===== src/rtl/ring_phase_monitor.sv =====
// ring_phase_monitor
//   Watches the one-hot phase vector of an upstream 4-bit ring counter. It
//   reports the index of the hot bit, locks onto the rotation
//   1000 -> 0100 -> 0010 -> 0001 -> 1000, counts completed rotations while
//   locked, and latches the first fault it sees until software clears it.
//
// Ports
//   clk        in   single clock, rising edge
//   rst        in   synchronous active-high reset, overrides every input
//   phase[3:0] in   one-hot phase from the ring counter
//   clr_err    in   clears a latched fault (only acted on in FAULT)
//   slot[1:0]  out  registered index of the hot phase bit (holds if not one-hot)
//   slot_valid out  registered, 1 when the sampled phase was one-hot
//   lock       out  1 while in LOCKED
//   rot_cnt    out  completed rotations while locked, wraps 255 -> 0
//   rot_wrap   out  one-cycle pulse on the rot_cnt wrap
//   err        out  sticky fault flag
//   err_code   out  00 none, 01 not one-hot, 10 out-of-order, 11 stall
//
// state  | meaning
// -------+-------------------------------------------------------------
// IDLE   | waiting for any one-hot phase
// SYNC   | counting consecutive legal transitions (3 needed to lock)
// LOCKED | rotation verified; counting rotations, any deviation faults
// FAULT  | fault latched, waits for clr_err

module ring_phase_monitor (
    input  logic       clk,
    input  logic       rst,
    input  logic [3:0] phase,
    input  logic       clr_err,
    output logic [1:0] slot,
    output logic       slot_valid,
    output logic       lock,
    output logic [7:0] rot_cnt,
    output logic       rot_wrap,
    output logic       err,
    output logic [1:0] err_code
);

    typedef enum logic [1:0] {
        S_IDLE   = 2'd0,
        S_SYNC   = 2'd1,
        S_LOCKED = 2'd2,
        S_FAULT  = 2'd3
    } state_t;

    state_t     state, state_nxt;
    logic [3:0] prev;
    logic [1:0] good_cnt, good_nxt;
    logic       err_nxt;
    logic [1:0] code_nxt;
    logic       rot_inc;
    logic       phase_oh;
    logic [3:0] expected;
    logic [1:0] slot_enc;

    // Clearing the lowest set bit leaves zero only for a single-bit vector.
    assign phase_oh = (phase != 4'b0000) && ((phase & (phase - 4'd1)) == 4'b0000);
    assign expected = {prev[0], prev[3:1]};
    assign lock     = (state == S_LOCKED);

    always_comb begin
        slot_enc = 2'd0;
        case (phase)
            4'b1000: slot_enc = 2'd3;
            4'b0100: slot_enc = 2'd2;
            4'b0010: slot_enc = 2'd1;
            default: slot_enc = 2'd0;
        endcase
    end

    always_comb begin
        state_nxt = state;
        good_nxt  = good_cnt;
        err_nxt   = err;
        code_nxt  = err_code;
        rot_inc   = 1'b0;
        case (state)
            S_IDLE: begin
                if (phase_oh) begin
                    state_nxt = S_SYNC;
                    good_nxt  = 2'd0;
                end
            end
            S_SYNC: begin
                if (!phase_oh) begin
                    state_nxt = S_IDLE;
                    good_nxt  = 2'd0;
                end else if (phase == expected) begin
                    if (good_cnt == 2'd2) begin
                        state_nxt = S_LOCKED;
                        good_nxt  = 2'd0;
                    end else begin
                        good_nxt = good_cnt + 2'd1;
                    end
                end else begin
                    good_nxt = 2'd0;
                end
            end
            S_LOCKED: begin
                if (phase == expected) begin
                    // legal step out of 0001 is necessarily into 1000
                    rot_inc = (prev == 4'b0001);
                end else begin
                    state_nxt = S_FAULT;
                    err_nxt   = 1'b1;
                    if (!phase_oh)
                        code_nxt = 2'b01;
                    else if (phase == prev)
                        code_nxt = 2'b11;
                    else
                        code_nxt = 2'b10;
                end
            end
            S_FAULT: begin
                if (clr_err) begin
                    state_nxt = S_IDLE;
                    err_nxt   = 1'b0;
                    code_nxt  = 2'b00;
                end
            end
            default: state_nxt = S_IDLE;
        endcase
    end

    always_ff @(posedge clk) begin
        if (rst) begin
            state      <= S_IDLE;
            prev       <= 4'b0000;
            good_cnt   <= 2'd0;
            slot       <= 2'd0;
            slot_valid <= 1'b0;
            rot_cnt    <= 8'd0;
            rot_wrap   <= 1'b0;
            err        <= 1'b0;
            err_code   <= 2'b00;
        end else begin
            state      <= state_nxt;
            prev       <= phase;
            good_cnt   <= good_nxt;
            err        <= err_nxt;
            err_code   <= code_nxt;
            slot_valid <= phase_oh;
            if (phase_oh)
                slot <= slot_enc;
            if (rot_inc) begin
                rot_cnt  <= rot_cnt + 8'd1;
                rot_wrap <= (rot_cnt == 8'hFF);
            end else begin
                rot_wrap <= 1'b0;
            end
        end
    end

endmodule


===== config.mk =====
export PLATFORM = sky130hd
export DESIGN_NAME = ring_phase_monitor
export DESIGN_NICKNAME = d
export VERILOG_FILES = /design/src/rtl/ring_phase_monitor.sv
export SDC_FILE = /design/constraint.sdc
export NUM_CORES = 1
export LEC_CHECK = 0
export CAP_MARGIN = 20
export CORE_AREA = 2 2 72 74
export CTS_CLUSTER_DIAMETER = 30
export DETAILED_ROUTE_END_ITERATION = 6
export DIE_AREA = 0 0 74 76
export PLACE_DENSITY = 0.43
export SLEW_MARGIN = 20
export SYNTH_ARGS = -nofsm -noshare
export SYNTH_HDL_FRONTEND = slang
export SYNTH_SLANG_ARGS = --single-unit

===== constraint.sdc =====
create_clock -name clk -period 2.45 [get_ports clk]
set_input_delay 0.49 -clock clk [delete_from_list [all_inputs] [get_ports clk]]
set_output_delay 0.49 -clock clk [all_outputs]
set_load 0.03 [all_outputs]

# [Yosys cells after proc, flatten, opt, wreduce, memory -nomap -nowiden]
# Index checks and enable logic that the tools add are counted.
# Widths: inputs -> output; s select.
[classes] n_addsub=3 n_eq_ne=16 n_mux=22 n_bitwise=2 n_reduce_logical=10
[ops] cell="$mux 2" count=12
[ops] cell="$add 8x1->8 const B" count=1
[ops] cell="$eq 4x4->1" count=2
[ops] cell="$eq 8x8->1 const B" count=1
[ops] cell="$pmux 2 s2" count=2
[ops] cell="$pmux 2 s4" count=1
[ops] cell="$eq 2x2->1 const B" count=3
[ops] cell="$ne 2x2->1 const B" count=3
[ops] cell="$ne 3x3->1 const B" count=2
[ops] cell="$pmux 2 s3" count=1
[ops] cell="$mux 1" count=5
[ops] cell="$reduce_and 5->1" count=1
[ops] cell="$and 4x4->4" count=1
[ops] cell="$eq 4x1->1 const B" count=1
[ops] cell="$eq 4x2->1 const B" count=1
[ops] cell="$eq 4x3->1 const B" count=1
[ops] cell="$eq 4x4->1 const B" count=1
[ops] cell="$logic_not 4->1" count=1
[ops] cell="$reduce_bool 2->1" count=2
[ops] cell="$reduce_bool 4->1" count=1
[ops] cell="$sub 4x1->4 const B" count=1
[ops] cell="$reduce_and 3->1" count=1
[ops] cell="$add 2x1->2 const B" count=1
[ops] cell="$eq 2x1->1 const B" count=1
[ops] cell="6 further kinds" count=6
[word_totals] register_bits=23 input_bits=7 output_inout_bits=16 word_cells=62

# [Depth between registers and ports, before layout]
[logic_depth] depth_word=7 depth_mapped=7 mapped_depth_nobuf=5

# [Least setup slack after synthesis]
# Ideal clock, no wire load.
[synth_path] path_kind="input -> register" startpoint="input port phase[1]" endpoint="register good_cnt[1]" setup_time_ps=70 arrival_ps=1827 required_time_ps=2380 slack_ps=553 stages=7 path_buffers=2 cell_sequence="buf_6 > xor2_1 > nor4_4 > buf_6 > o2111ai_2 > or3b_1 > a21oi_1"
[synth_between] elab_chain_cells=6 word_cells_on_any_way=11 classes_between="1 x add/sub; 2 x eq/ne; 3 x mux; 1 x bitwise; 4 x reduce/logical"
[synth_rtl] item="start, declared" line_no="30" source="input logic [3:0] phase,"
[synth_rtl] item="$sub 4x1->4" line_no="59" source="assign phase_oh = (phase != 4'b0000) && ((phase & (phase - 4'd1)) == 4'b0000);"
[synth_rtl] item="$and 4x4->4" line_no="59"
[synth_rtl] item="$logic_not 4->1" line_no="59"
[synth_rtl] item="$logic_and 1x1->1" line_no="59"
[synth_rtl] item="$mux 2 or $ne 2x2->1 (tied branches)"
[synth_rtl] item="$pmux 2 s2 or $reduce_and 2->1 (tied branches)"
[synth_rtl] item="end signal, assigned" line_no="141" source="good_cnt <= good_nxt;"
[synth_rtl] item="end, declared" line_no="50" source="logic [1:0] good_cnt, good_nxt;"
# Parallel ways exist; a longest one is shown, timed or not.
# A chain may end at the register's enable or synchronous reset.

# [Final worst setup path]
[layout_path] startpoint="register state[0]" endpoint="output port lock"
[layout_between] elab_chain_cells=1
[layout_rtl] item="start, declared" line_no="48" source="state_t state, state_nxt;"
[layout_rtl] item="start signal, assigned" line_no="139" source="state <= state_nxt;"
[layout_rtl] item="$eq 2x2->1" line_no="61" source="assign lock = (state == S_LOCKED);"
[layout_rtl] item="end, declared" line_no="34" source="output logic lock,"
# Every way passes these cells.

==> run_summary.xml <==
<?xml version="1.0" encoding="UTF-8"?>
<metrics>
  <group name="outcome">
    <metric name="outcome" unit="">finished, final reports clean</metric>
  </group>
  <group name="synthesis">
    <metric name="syn_area" unit="mm²">0.00118</metric>
    <metric name="post_synth_edffs" unit="">0</metric>
    <metric name="netlist_instances" unit="">129</metric>
    <metric name="async_flop_share" unit="%">0</metric>
    <metric name="dominantRegCellSynth" unit="">sky130_fd_sc_hd__dfxtp_1</metric>
    <metric name="syn_nets" unit="">137</metric>
    <metric name="seq_area_frac_synth" unit="%">39.0</metric>
    <metric name="synthDominantAreaCellType" unit="">sky130_fd_sc_hd__dfxtp_1</metric>
    <metric name="synth_warnings" unit="">0</metric>
    <metric name="syn_avg_cell_area" unit="µm²">9.16</metric>
    <metric name="synth.lib_cells_used.distinct" unit="">39</metric>
    <metric name="postSynthRegisterBits" unit="">23</metric>
    <metric name="synth_largest_type_area_fraction" unit="%">39.0</metric>
    <metric name="synth.top_cells.by_area" unit="">sky130_fd_sc_hd__dfxtp_1, sky130_fd_sc_hd__xor2_1, sky130_fd_sc_hd__xnor2_1</metric>
  </group>
  <group name="sta">
    <metric name="setup_viol" unit="">0</metric>
    <metric name="finalHoldViolCount" unit="">0</metric>
    <metric name="finalClockSkew" unit="ps">2.29</metric>
    <metric name="timing.setup.tns" unit="ps">0</metric>
    <metric name="worst_slew_pin_slew" unit="ps">421</metric>
    <metric name="fin_crit_sh" unit="%">87.6</metric>
    <metric name="post_layout_minimum_cycle_time" unit="ps">2150</metric>
    <metric name="rsz_0062_raised_after_global_routing" unit="">no</metric>
    <metric name="slew_violations" unit="">0</metric>
    <metric name="timing.max_slew.rel_slack" unit="%">71.9</metric>
    <metric name="maxClockFrequency" unit="MHz">466</metric>
  </group>
  <group name="cts">
    <metric name="setup_bufs_post_cts" unit="">0</metric>
    <metric name="clkTransAtPathRegs" unit="ps">90</metric>
    <metric name="clock_insertion_delay_worst_skew" unit="ps">270</metric>
    <metric name="cts_repair_resize_count" unit="">0</metric>
    <metric name="cts-root-to-sink-buffers" unit="">2</metric>
    <metric name="htree_levels" unit="">1</metric>
    <metric name="clock-root-buffer" unit="">sky130_fd_sc_hd__clkbuf_8</metric>
    <metric name="tritoncts_clock_tree" unit="">built</metric>
    <metric name="cts_hold_fix_bufs" unit="">0</metric>
    <metric name="numCtsBuffers" unit="">3</metric>
    <metric name="clock-sinks" unit="">23</metric>
  </group>
  <group name="finish">
    <metric name="final_cell_count_no_fill" unit="">225</metric>
    <metric name="design_area" unit="mm²">0.00155</metric>
    <metric name="post_route_cells_drive_above_1_share" unit="%">11.6</metric>
    <metric name="finish.net_count" unit="">164</metric>
    <metric name="finish.utilization" unit="%">31.5</metric>
    <metric name="antenna_diode_count" unit="">0</metric>
    <metric name="area_growth_from_synthesis_to_layout" unit="%">31.1</metric>
  </group>
  <group name="hold_path">
    <metric name="min-delay-path-class" unit="">reg2reg</metric>
  </group>
  <group name="critical_path">
    <metric name="cp_data_required_time" unit="ps">1960</metric>
    <metric name="critPathCaptureType" unit="">primary output</metric>
    <metric name="arrival" unit="ps">1660</metric>
    <metric name="worstSetupPathType" unit="">reg2out</metric>
    <metric name="crit_path_max_fanout" unit="">8</metric>
    <metric name="critPathLaunchType" unit="">flip-flop</metric>
  </group>
  <group name="pwr">
    <metric name="total_power_divided_by_cell_area" unit="mW/mm²">502</metric>
    <metric name="vdd.ir_drop.worst" unit="µV">174</metric>
    <metric name="power.leakage" unit="nW">0.560</metric>
    <metric name="power.total" unit="µW">777</metric>
  </group>
  <group name="routing">
    <metric name="drtAntennaViolNets" unit="">0</metric>
    <metric name="drc" unit="">0</metric>
    <metric name="routed_wire_length_per_instance" unit="µm">12.1</metric>
    <metric name="routed_via_density" unit="">4.41</metric>
    <metric name="drt_pass1_iterations" unit="">5</metric>
    <metric name="drt_wl_total" unit="µm">2730</metric>
    <metric name="detailedRoute.firstIterationViolations" unit="">28</metric>
    <metric name="num_vias" unit="">992</metric>
  </group>
  <group name="place">
    <metric name="place.detailed.instances" unit="">221</metric>
    <metric name="placement.cell_area" unit="mm²">0.00150</metric>
    <metric name="finalWeightedCongestion" unit="">0.714</metric>
    <metric name="buffer_ports.inserted" unit="">22</metric>
    <metric name="hpwlAfterDp" unit="µm">2000</metric>
  </group>
  <group name="global_route">
    <metric name="gr-usage-all-layers" unit="%">10.7</metric>
    <metric name="initial_antenna_violation_count" unit="">0</metric>
    <metric name="grt_remaining_overflow" unit="">0</metric>
    <metric name="first_global_vias" unit="">984</metric>
    <metric name="first_pass_grt_wire_length" unit="µm">4720</metric>
    <metric name="pin_count_of_the_biggest_net_entering_global_routing" unit="">24</metric>
  </group>
  <group name="flow_run">
    <metric name="cap_viol_max_count" unit="">0</metric>
  </group>
  <group name="floorplan">
    <metric name="core.rowCount" unit="">26</metric>
    <metric name="die_height" unit="µm">76</metric>
    <metric name="die-width" unit="µm">74</metric>
    <metric name="floorplan.initialDensity" unit="%">24.0</metric>
    <metric name="io_pins" unit="">23</metric>
    <metric name="core_area" unit="mm²">0.00491</metric>
    <metric name="floorplan.die_area" unit="mm²">0.00562</metric>
  </group>
</metrics>
layer usage:
layer  share of wire, %  vias up  track usage [%]  routed length [µm]
li1                   -      500                -                   -
met1                 45      474             13.1                1240
met2                 50       13             17.7                1350
met3                2.6        5             1.72                  71
met4                2.5        0             5.45                  68
met5                  0        -                0                   0
layout make-up:
class | instances | area [µm²]
clock buffers | 3 | 41.3
well taps | 70 | 87.6
clock inverters | 1 | 5.00
inverters | 4 | 15.0
repair buffers | 29 | 285
flip-flops and latches | 23 | 460
fillers | 524 | 3360
multi-input cells | 95 | 654
where the power goes:
group | total (mW) | switching [mW] | leakage, nW | internal, mW
Sequential | 0.402 | 0.0151 | 0.187 | 0.387
Combinational | 0.131 | 0.0709 | 0.348 | 0.0606
Clock | 0.244 | 0.130 | 0.0255 | 0.114
critical path, stage by stage, from the launching register on:
cell and delay, ps:
sky130_fd_sc_hd__dfxtp_1 390, sky130_fd_sc_hd__nand2b_1 250, sky130_fd_sc_hd__inv_1 80, sky130_fd_sc_hd__clkdlybuf4s50_1 660
metrics by stage:
step                      hold slack, ps  setup WS (ps)
after global placement               453           90.4
after global routing                 497            130
after CTS                            483            289
final                                476            303
after floorplan                      443            553
after detailed placement             461           36.9
worst paths after layout:
kind,from,end,slack (ps),depth (start not counted)
worst min-delay path,err_code[1],err_code[1],480,1
worst max-delay path,state[0],lock,300,3
worst max register to register,state[0],rot_wrap,680,5
worst min register to register,err_code[1],err_code[1],480,1
cell usage in the layout (no fill, tap or decap), types with 4 or more instances in the layout:
cell type	Yosys	layout
sky130_fd_sc_hd__xnor2_1	6	6
sky130_fd_sc_hd__clkdlybuf4s50_1	0	22
sky130_fd_sc_hd__a21oi_1	7	7
sky130_fd_sc_hd__inv_1	4	4
sky130_fd_sc_hd__buf_4	0	6
sky130_fd_sc_hd__nor3_1	4	4
sky130_fd_sc_hd__nor2b_1	4	4
sky130_fd_sc_hd__nor2_1	13	13
sky130_fd_sc_hd__nand2_1	6	6
sky130_fd_sc_hd__o21ai_0	5	5
sky130_fd_sc_hd__xor2_1	10	10
sky130_fd_sc_hd__dfxtp_1	23	23
sky130_fd_sc_hd__nand4_1	4	4
Yosys cell counts (2+ instances only):
cell                       count
sky130_fd_sc_hd__nand3_1       3
sky130_fd_sc_hd__a21oi_1       7
sky130_fd_sc_hd__a21o_1        3
sky130_fd_sc_hd__inv_1         4
sky130_fd_sc_hd__buf_6         3
sky130_fd_sc_hd__and3_1        3
sky130_fd_sc_hd__nand2b_1      3
sky130_fd_sc_hd__nand2_1       6
sky130_fd_sc_hd__buf_2         2
sky130_fd_sc_hd__xnor2_1       6
sky130_fd_sc_hd__dfxtp_1      23
sky130_fd_sc_hd__nor2b_1       4
sky130_fd_sc_hd__xor2_1       10
sky130_fd_sc_hd__a211oi_1      2
sky130_fd_sc_hd__nor3_1        4
sky130_fd_sc_hd__nand4_1       4
sky130_fd_sc_hd__o21ai_0       5
sky130_fd_sc_hd__nor4_4        2
sky130_fd_sc_hd__nor2_1       13
sky130_fd_sc_hd__and2_1        3
logic make-up after synthesis:
family          share of synthesized area, %
mux                                     1.80
xor+xnor                                11.9
simple gates                            26.1
compound gates                          14.6
flops                                   39.0
buf+inv                                 5.61
fa+ha+maj                               1.06
state kept, by name, indices dropped and copies added, names as in the netlist, named ones only:
signal	flops
state	1
prev	4
rot_wrap	1
err	1
slot_valid	1
err_code	2
slot	2
rot_cnt	8
good_cnt	2
No activity file was read; power rests on OpenSTA's default activity.
